<file path="src/rtl/pipe_ctrl_pkg.sv">
// pipe_ctrl_pkg: shared widths and memory-arbiter state encodings for the pipeline controller.
package pipe_ctrl_pkg;

    localparam int InstAddrBus = 32;

    typedef enum logic [1:0] {
        ArbIdle = 2'd0,
        ArbIf   = 2'd1,
        ArbMem  = 2'd2
    } arb_state_e;

endpackage

</file>
<file path="src/rtl/pipe_ctrl_mem_arbiter.sv">
// mem_arbiter: shares the single memory-controller port between fetch and MEM-stage accesses.
module mem_arbiter
    import pipe_ctrl_pkg::*;
#(
    parameter bit MEM_PRIO = 1'b1
) (
    input  logic       clk,
    input  logic       rst,
    input  logic       if_req,
    input  logic       mem_req,
    input  logic       memctrl_done,
    output arb_state_e state,
    output logic       if_done,
    output logic       mem_done,
    output logic       grant_if,
    output logic       grant_mem
);

    arb_state_e state_q, state_d;
    logic       grant_if_q, grant_if_d;
    logic       grant_mem_q, grant_mem_d;

    always_ff @(posedge clk) begin
        if (!rst) begin
            state_q     <= ArbIdle;
            grant_if_q  <= 1'b0;
            grant_mem_q <= 1'b0;
        end else begin
            state_q     <= state_d;
            grant_if_q  <= grant_if_d;
            grant_mem_q <= grant_mem_d;
        end
    end

    // Every access returns through IDLE, which gives back-to-back requests one dead cycle.
    always_comb begin
        state_d = (state_q == ArbIdle)
                ? ((mem_req && (MEM_PRIO || !if_req)) ? ArbMem : (if_req ? ArbIf : ArbIdle))
                : (memctrl_done ? ArbIdle : state_q);
    end

    always_comb begin
        grant_if_d  = (state_q == ArbIf) && !memctrl_done;
        grant_mem_d = (state_q == ArbMem) && !memctrl_done;
        if_done     = (state_q == ArbIf) && memctrl_done;
        mem_done    = (state_q == ArbMem) && memctrl_done;
    end

    assign state     = state_q;
    assign grant_if  = grant_if_q;
    assign grant_mem = grant_mem_q;

endmodule

</file>
<file path="src/rtl/pipe_ctrl.sv">
// pipe_ctrl: stall/bubble/flush generation for the 5-stage pipeline plus deferred branch redirect.
module pipe_ctrl
    import pipe_ctrl_pkg::*;
#(
    parameter int ADDR_W   = InstAddrBus,
    parameter bit MEM_PRIO = 1'b1
) (
    input  logic              clk,
    input  logic              rst,
    input  logic              if_req,
    input  logic              mem_req,
    input  logic              memctrl_done,
    input  logic              id_load_use,
    input  logic              ex_branch_taken,
    input  logic [ADDR_W-1:0] ex_branch_target,
    output logic              grant_if,
    output logic              grant_mem,
    output logic              if_data_valid,
    output logic              if_stall,
    output logic              ifid_stall,
    output logic              idex_stall,
    output logic              id_stall,
    output logic              exmem_stall,
    output logic              branch_interception,
    output logic              pc_redirect,
    output logic [ADDR_W-1:0] pc_target
);

    arb_state_e        state;
    logic              if_done, mem_done;
    logic              mem_busy, load_use, fetch_wait, issue;
    logic              redirect_pending_q, redirect_pending_d;
    logic              drop_fetch_q, drop_fetch_d;
    logic              pc_redirect_q, pc_redirect_d;
    logic [ADDR_W-1:0] pc_target_q, pc_target_d;

    mem_arbiter #(.MEM_PRIO(MEM_PRIO)) u_arb (
        .clk          (clk),
        .rst          (rst),
        .if_req       (if_req),
        .mem_req      (mem_req),
        .memctrl_done (memctrl_done),
        .state        (state),
        .if_done      (if_done),
        .mem_done     (mem_done),
        .grant_if     (grant_if),
        .grant_mem    (grant_mem)
    );

    // A MEM stall freezes EX, so a taken branch simply waits there until the stall lifts.
    always_comb begin
        mem_busy            = mem_req && !mem_done;
        branch_interception = !mem_busy && ex_branch_taken;
        load_use            = !mem_busy && !ex_branch_taken && id_load_use;
        fetch_wait          = !mem_busy && !ex_branch_taken && !id_load_use
                              && (state == ArbIf) && !memctrl_done;
        if_stall            = mem_busy || load_use || fetch_wait;
        ifid_stall          = mem_busy || load_use;
        idex_stall          = mem_busy;
        exmem_stall         = mem_busy;
        id_stall            = load_use;
        if_data_valid       = if_done && !drop_fetch_q;
    end

    always_comb begin
        issue              = redirect_pending_q && (state != ArbIf);
        redirect_pending_d = branch_interception || (redirect_pending_q && !issue);
        pc_redirect_d      = issue;
        pc_target_d        = branch_interception ? ex_branch_target : pc_target_q;
        drop_fetch_d       = (branch_interception && (state == ArbIf) && !memctrl_done)
                             || (drop_fetch_q && !if_done);
    end

    always_ff @(posedge clk) begin
        if (!rst) begin
            redirect_pending_q <= 1'b0;
            drop_fetch_q       <= 1'b0;
            pc_redirect_q      <= 1'b0;
            pc_target_q        <= '0;
        end else begin
            redirect_pending_q <= redirect_pending_d;
            drop_fetch_q       <= drop_fetch_d;
            pc_redirect_q      <= pc_redirect_d;
            pc_target_q        <= pc_target_d;
        end
    end

    assign pc_redirect = pc_redirect_q;
    assign pc_target   = pc_target_q;

endmodule

</file>
<file path="config.mk">
export PLATFORM = sky130hd
export DESIGN_NAME = pipe_ctrl
export DESIGN_NICKNAME = d
export VERILOG_FILES = /design/src/rtl/pipe_ctrl_pkg.sv /design/src/rtl/pipe_ctrl_mem_arbiter.sv /design/src/rtl/pipe_ctrl.sv
export SDC_FILE = /design/constraint.sdc
export NUM_CORES = 1
export LEC_CHECK = 0
export ABC_AREA = 1
export CAP_MARGIN = 20
export CORE_ASPECT_RATIO = 0.5
export CORE_MARGIN = 4
export CORE_UTILIZATION = 37
export CTS_BUF_LIST = sky130_fd_sc_hd__clkbuf_4 sky130_fd_sc_hd__clkbuf_8 sky130_fd_sc_hd__clkbuf_16
export DETAILED_ROUTE_END_ITERATION = 16
export GPL_TIMING_DRIVEN = 0
export MAX_ROUTING_LAYER = met4
export PLACE_DENSITY = 0.76
export SYNTH_ARGS = -nofsm -noshare
export SYNTH_HDL_FRONTEND = slang
export SYNTH_SLANG_ARGS = --single-unit
</file>
<file path="constraint.sdc">
create_clock -name clk -period 1.1 [get_ports clk]
set_input_delay 0.11 -clock clk [delete_from_list [all_inputs] [get_ports clk]]
set_output_delay 0.11 -clock clk [all_outputs]
set_load 0.01 [all_outputs]
</file>
==> results.cfg, run 1 <==
[outcome]
status = finished with violations
failed_checks = negative setup slack

[global_routing]
grt_usage_pct = 17.9
antenna_found_initial = 0
grt_start_max_net_pins = 11
grt_pass1_wl_mm = 8.44
grt_pass1_vias = 1842
grt_overflow_total = 0

[floorplan]
coreArea_sq_um = 4450
rows = 17
fp.dieW_um = 105
initial_utilization_pct = 38.8
io_pins = 81
die_y_um = 56.3
die_area_sq_um = 5880

[route]
routed_wl_mm = 5.39
viasPerCell = 4.75
initialDrtViolationCount = 66
ant_nets = 0
remaining_drc_errors = 0
wl_per_cell_um = 13.3
dr.pass1.iters = 4
via_count = 1923

[power_and_ir_drop]
p_sw_share_pct = 28.2
static-leakage-power_nw = 1.49
p_clk_share_pct = 27.0
p_int_w = 0.00244
pwr_density_cell_nw_per_um2 = 1160
p_comb_share_pct = 26.6
p_sw_w = 0.000961
ir_drop_mv = 0.512
power_frac_seq_pct = 46.4

[synthesis]
synth-edff-count = 0
yosysTopAreaCell = dfxtp_1
synth.most_common_cell = nand2_1
netlist_instances = 253
synth_nets = 292
ys_top_cells_by_count = nand2_1 (42), inv_1 (40), dfxtp_1 (39)
synth-seq-cells = 39
syn_avg_cell_area_sq_um = 6.81
synth_cell_type_count = 16
ys_seq_area_share_pct = 45.3
ys_top_cells_by_area = dfxtp_1 (45%), a21oi_1 (9.9%), nand3_1 (9.9%)
ys_warn_count = 0
syn-cell-area_sq_um = 1720
yosys.area.top_type_share_pct = 45.3
synth_ff_type = dfxtp_1
synth-async-reset-ratio_pct = 0

[critical_path]
critPathKind = reg2out
r2r_slack_ns = -0.25
crit_required_ns = 0.99
rr_worst_depth = 8
reg2reg_to = pc_target[10]
worstPathMaxFanout = 4
crit_start = u_arb.state[0]
worstReg2RegStart = u_arb.state[0]
endpoint_kind = primary output
start_kind = register
endpoint = ifid_stall
critPathArrivalTime_ns = 1.26

[clock_network]
insertion_delay_ns = 0.28
cts_max_level = 2
clockRootBuffer = clkbuf_8
clk_path_buf_depth = 2
clk_pin_slew_ns = 0.07
holdBufCountCts = 0
cts_buffers = 5
cts_tree = yes
clock-sinks = 39

[min_path]
worstHoldStart = rst
holdCritPathClass = in2reg

[placement]
io_buffers = 78
dp_hpwl_mm = 3.58
place_area_sq_um = 2580
gp_congestion = 0.767

[sta]
setup_viol = 39
finClkSkew_ns = 0.00779
rsz0062_at_grt = yes
finalCriticalPeriod_ns = 1.37
whs_ns = 0.143
fin_crit_sh_pct = 124
hold_viol = 0
max_freq_mhz = 731
slew_viol_final = 0
setup_ws_ns = -0.268
worst_slew_pin_slew_ns = 0.738
slew_headroom_pct = 50.8

[layout]
final_util_pct = 66.1
fin_area_sq_um = 2940
fin_nets = 388
drive_gt1_share_pct = 20.1
num_antenna_cells = 0
area_growth_pct = 70.3
fill_cells = 379

[flow_run]
cap_viol_max_count = 0
==> layer usage <==
metal	vias up	GRT usage [%]	share of wire (%)	wire length (um)
met2	47	31.0	53	2870
met1	892	21.1	41	2190
met5	-	-	0	0
met3	11	4.25	4.3	232
li1	973	-	-	-
met4	0	4.73	1.7	94
==> worst min-delay path by stage <==
stage,endpoint,cells after the start
after detailed placement,pc_target[27],3
after floorplan,u_arb.grant_if,1
after global placement,pc_target[27],3
after CTS,pc_target[27],3
after global routing,pc_target[28],3
final,pc_target[28],3
==> cell type report <==
| cell class | instances | area (sq um) | share of cell area, % |
|---|---|---|---|
| timing repair buffer | 89 | 880 | 30.0 |
| multi-input combinational | 154 | 811 | 27.6 |
| sequential | 39 | 790 | 26.9 |
| buffer | 20 | 156 | 5.33 |
| inverter | 40 | 153 | 5.20 |
| clock buffer | 6 | 76.3 | 2.60 |
| tap | 57 | 71.3 | 2.43 |
==> flip-flops by register name (all words and copies together) (netlist names) <==
name                count
drop_fetch_q            1
pc_redirect             1
pc_target              32
redirect_pending_q      1
u_arb.grant_if          1
u_arb.grant_mem         1
u_arb.state             2
==> cell families (layout without fill, tap and decap cells) <==
logic type / Yosys count / after routing / synth area share [%]
compound gates: 37 / 37 / 10.8
buf+inv: 60 / 155 / 15.4
flops: 39 / 39 / 45.3
simple gates: 117 / 117 / 28.5
==> placed cells by master, fill, tap and decap left out, drive strengths merged <==
cell           instances
dfxtp                 39
clkdlybuf4s15          2
clkbuf                14
o21ai                  2
nor3                   3
buf                   29
bufbuf                 1
nand2                 43
a21oi                 34
inv                   40
clkdlybuf4s50         35
nor2                  36
o22ai                  1
nand3                 34
nand3b                 1
dlygate4sd2           34
==> power groups by stage <==
stage	clock network, W	logic [W]	registers [W]
after floorplan	0	0.000329	0.00163
after global placement	0	0.000772	0.00159
after detailed placement	0	0.000785	0.00160
after CTS	0.000919	0.000805	0.00157
after global routing	0.000975	0.000986	0.00159
final	0.000919	0.000906	0.00158
==> worst max-delay path, cell delays in order, from the launching register on <==
cell     delay (ns)
dfxtp_2        0.33
inv_2          0.08
nand3_2        0.09
nand2_4        0.09
buf_6          0.11
buf_8          0.10
o21ai_2        0.04
buf_2          0.14
==> per-stage QoR <==
| stage | setup WS [ns] | std cells | power, W | setup TNS (ns) |
|---|---|---|---|---|
| floorplan | 0.0206 | 253 | 0.00196 | 0 |
| global placement | -0.827 | 388 | 0.00236 | -15.84 |
| detailed placement | -0.872 | 388 | 0.00238 | -16.97 |
| CTS | -0.271 | 402 | 0.00329 | -4.82 |
| global route | -0.314 | 405 | 0.00355 | -8.23 |
| finish | -0.268 | 405 | 0.00340 | -5.76 |
==> repair_timing <==
item                       4_1_cts  5_1_grt
setup endpoints to repair       73       39
resized for setup               96       32
cloned                           2        2
buffers inserted                 6        2
pin swaps                        4        4
Power figures use the tool's default switching activity.
==> run 2, diff against run 1 <==
Settings changed: REMOVE_ABC_BUFFERS set to 1.
==> run 2 against run 1 <==
The run still ends with negative setup slack left. Via count down 1.8%. Flip-flop and latch count is the same. Clock-buffer cell count stayed put. Register-to-register slack better by 0.12 ns. Final area shrank 2.9%. Fmax is 0.86% higher. Global-route usage fell by 0.21 points. Hold slack improved by 0.11 ns. First-iteration DRC count grew 71%. Combinational power fell by 9.3%. Sequential power about the same. Worst setup slack improved by 0.012 ns. Critical path type unchanged. Largest cell class is now multi-input gates. Largest power group unchanged. Highest routed layer unchanged.
==> results.cfg, run 2 (same netlist as run 1, synthesis figures left out) <==
[route]
dr.pass1.iters = 4
wl_per_cell_um = 13.8
via_count = 1888
routed_wl_mm = 5.41
initialDrtViolationCount = 113
ant_nets = 0
remaining_drc_errors = 0
viasPerCell = 4.83

[global_routing]
antenna_found_initial = 0
grt_usage_pct = 17.7
grt_start_max_net_pins = 61
grt_pass1_wl_mm = 8.30
grt_overflow_total = 0
grt_pass1_vias = 1801

[placement]
dp_hpwl_mm = 3.17
place_area_sq_um = 2520
gp_congestion = 0.689
dpl_worst_slack_ns = -1.63
io_buffers = 80
dp.cells = 372

[sta]
slew_viol_final = 0
slew_headroom_pct = 62.2
hold_viol = 0
fin_setup_tns_ns = -3.71
finClkSkew_ns = 0.00418
max_freq_mhz = 737
setup_viol = 40
worst_slew_pin_slew_ns = 0.567
fin_crit_sh_pct = 123
finalCriticalPeriod_ns = 1.36
setup_ws_ns = -0.256
rsz0062_at_grt = yes

[layout]
largest_reg_flops = 32
final_util_pct = 64.1
seq_area_sq_um = 786
multiInputGateArea_sq_um = 881
fill_cells = 376
num_antenna_cells = 0
drive_gt1_share_pct = 18.9
fin_area_sq_um = 2850
final_common_cell = nand2_1
stdcell_count = 391
fin_nets = 372
layout.cells.most_common_list = nand2_1 (41), dfxtp_1 (37), inv_1 (36)
area_growth_pct = 65.4

[floorplan]
fp.dieW_um = 105
initial_utilization_pct = 38.8
coreArea_sq_um = 4450
die_area_sq_um = 5880
rows = 17
die_y_um = 56.3
io_pins = 81

[critical_path]
cp_slowest_cell = dfxtp_2
worstPathMaxFanout = 2
crit_top_cell = nand2_1
critical_path_buf_inv_count = 3
endpoint_kind = primary output
rr_worst_depth = 6
slowest_delay_ns = 0.37
critPathKind = reg2out
worstReg2RegStart = u_arb.state[0]
critPathArrivalTime_ns = 1.25
start_kind = register
crit_required_ns = 0.99
crit_family = flip-flops
crit_path_cell_trace = inv_4 -> nor2_4 -> inv_2 -> o21ai_2 -> nand2_1 -> nand2_1 -> buf_2
r2r_slack_ns = -0.13
reg2reg_to = pc_target[9]

[clock_network]
clk_pin_slew_ns = 0.07
cts_buffers = 5
holdBufCountCts = 0
cts_tree = yes
cts_max_level = 2
clock-sinks = 39
clk_path_buf_depth = 2
clockRootBuffer = clkbuf_8
insertion_delay_ns = 0.30

[min_path]
holdCritPathClass = in2reg
hold_path_end = pc_target[2]
worstHoldStart = ex_branch_taken
min_delay_path_depth = 3

[power_and_ir_drop]
ir_drop_mv = 0.726
static-leakage-power_nw = 1.43
pwr_density_cell_nw_per_um2 = 1280

[flow_run]
cap_viol_max_count = 0

[outcome]
status = finished with violations
failed_checks = negative setup slack
run 2: repair_timing:
item / in CTS / in global routing
endpoints found under the setup margin: 78 / 40
resized for setup: 81 / 42
cloned: 2 / 1
setup buffers: 6 / 3
pin swaps: 4 / 8
run 2: power breakdown:
part	internal [W]	switching, W
registers	0.00151	0.0000624
clock network	0.000734	0.000523
logic	0.000397	0.000425
run 2: layout make-up:
class                      instances  share of cell area [%]
tap                               57                    2.50
clock buffer                       6                    2.90
clock inverter                     2                    1.23
timing repair buffer              90                    29.4
inverter                          40                    5.53
sequential                        39                    27.6
multi-input combinational        157                    30.9
run 2: routing by layer:
layer  routed length [um]  track usage [%]  part of all wire (%)
met5                    0                -                     0
met4                  126             6.44                   2.3
met3                  213             4.48                   3.9
met2                 2910             32.3                    54
met1                 2160             18.7                    40
run 2: worst max path at each step:
stage	cells past startpoint	endpoint	slack (ns)	start
6_report	7	if_stall	-0.26	u_arb.state[0]
5_1_grt	7	if_stall	-0.35	u_arb.state[0]
4_1_cts	7	if_stall	-0.25	u_arb.state[0]
3_5_place_dp	6	id_stall	-1.63	memctrl_done
3_3_place_gp	4	branch_interception	-1.97	ex_branch_taken
2_1_floorplan	5	id_stall	-0.69	u_arb.state[0]
run 2: worst register-to-register path: cells and delay by family (launching register included):
kind	cells	cell delay [ns]
DFF	1	0.37
buffers and inverters	2	0.25
and+or+nand+nor	3	0.32
AOI/OAI and AO/OA	1	0.20
run 2: stage by stage:
stage          hold slack [ns]  power (W)
2_1_floorplan            0.201    0.00188
3_3_place_gp             0.439    0.00232
3_5_place_dp             0.451    0.00235
4_1_cts                  0.213    0.00359
5_1_grt                  0.257    0.00381
6_report                 0.248    0.00365
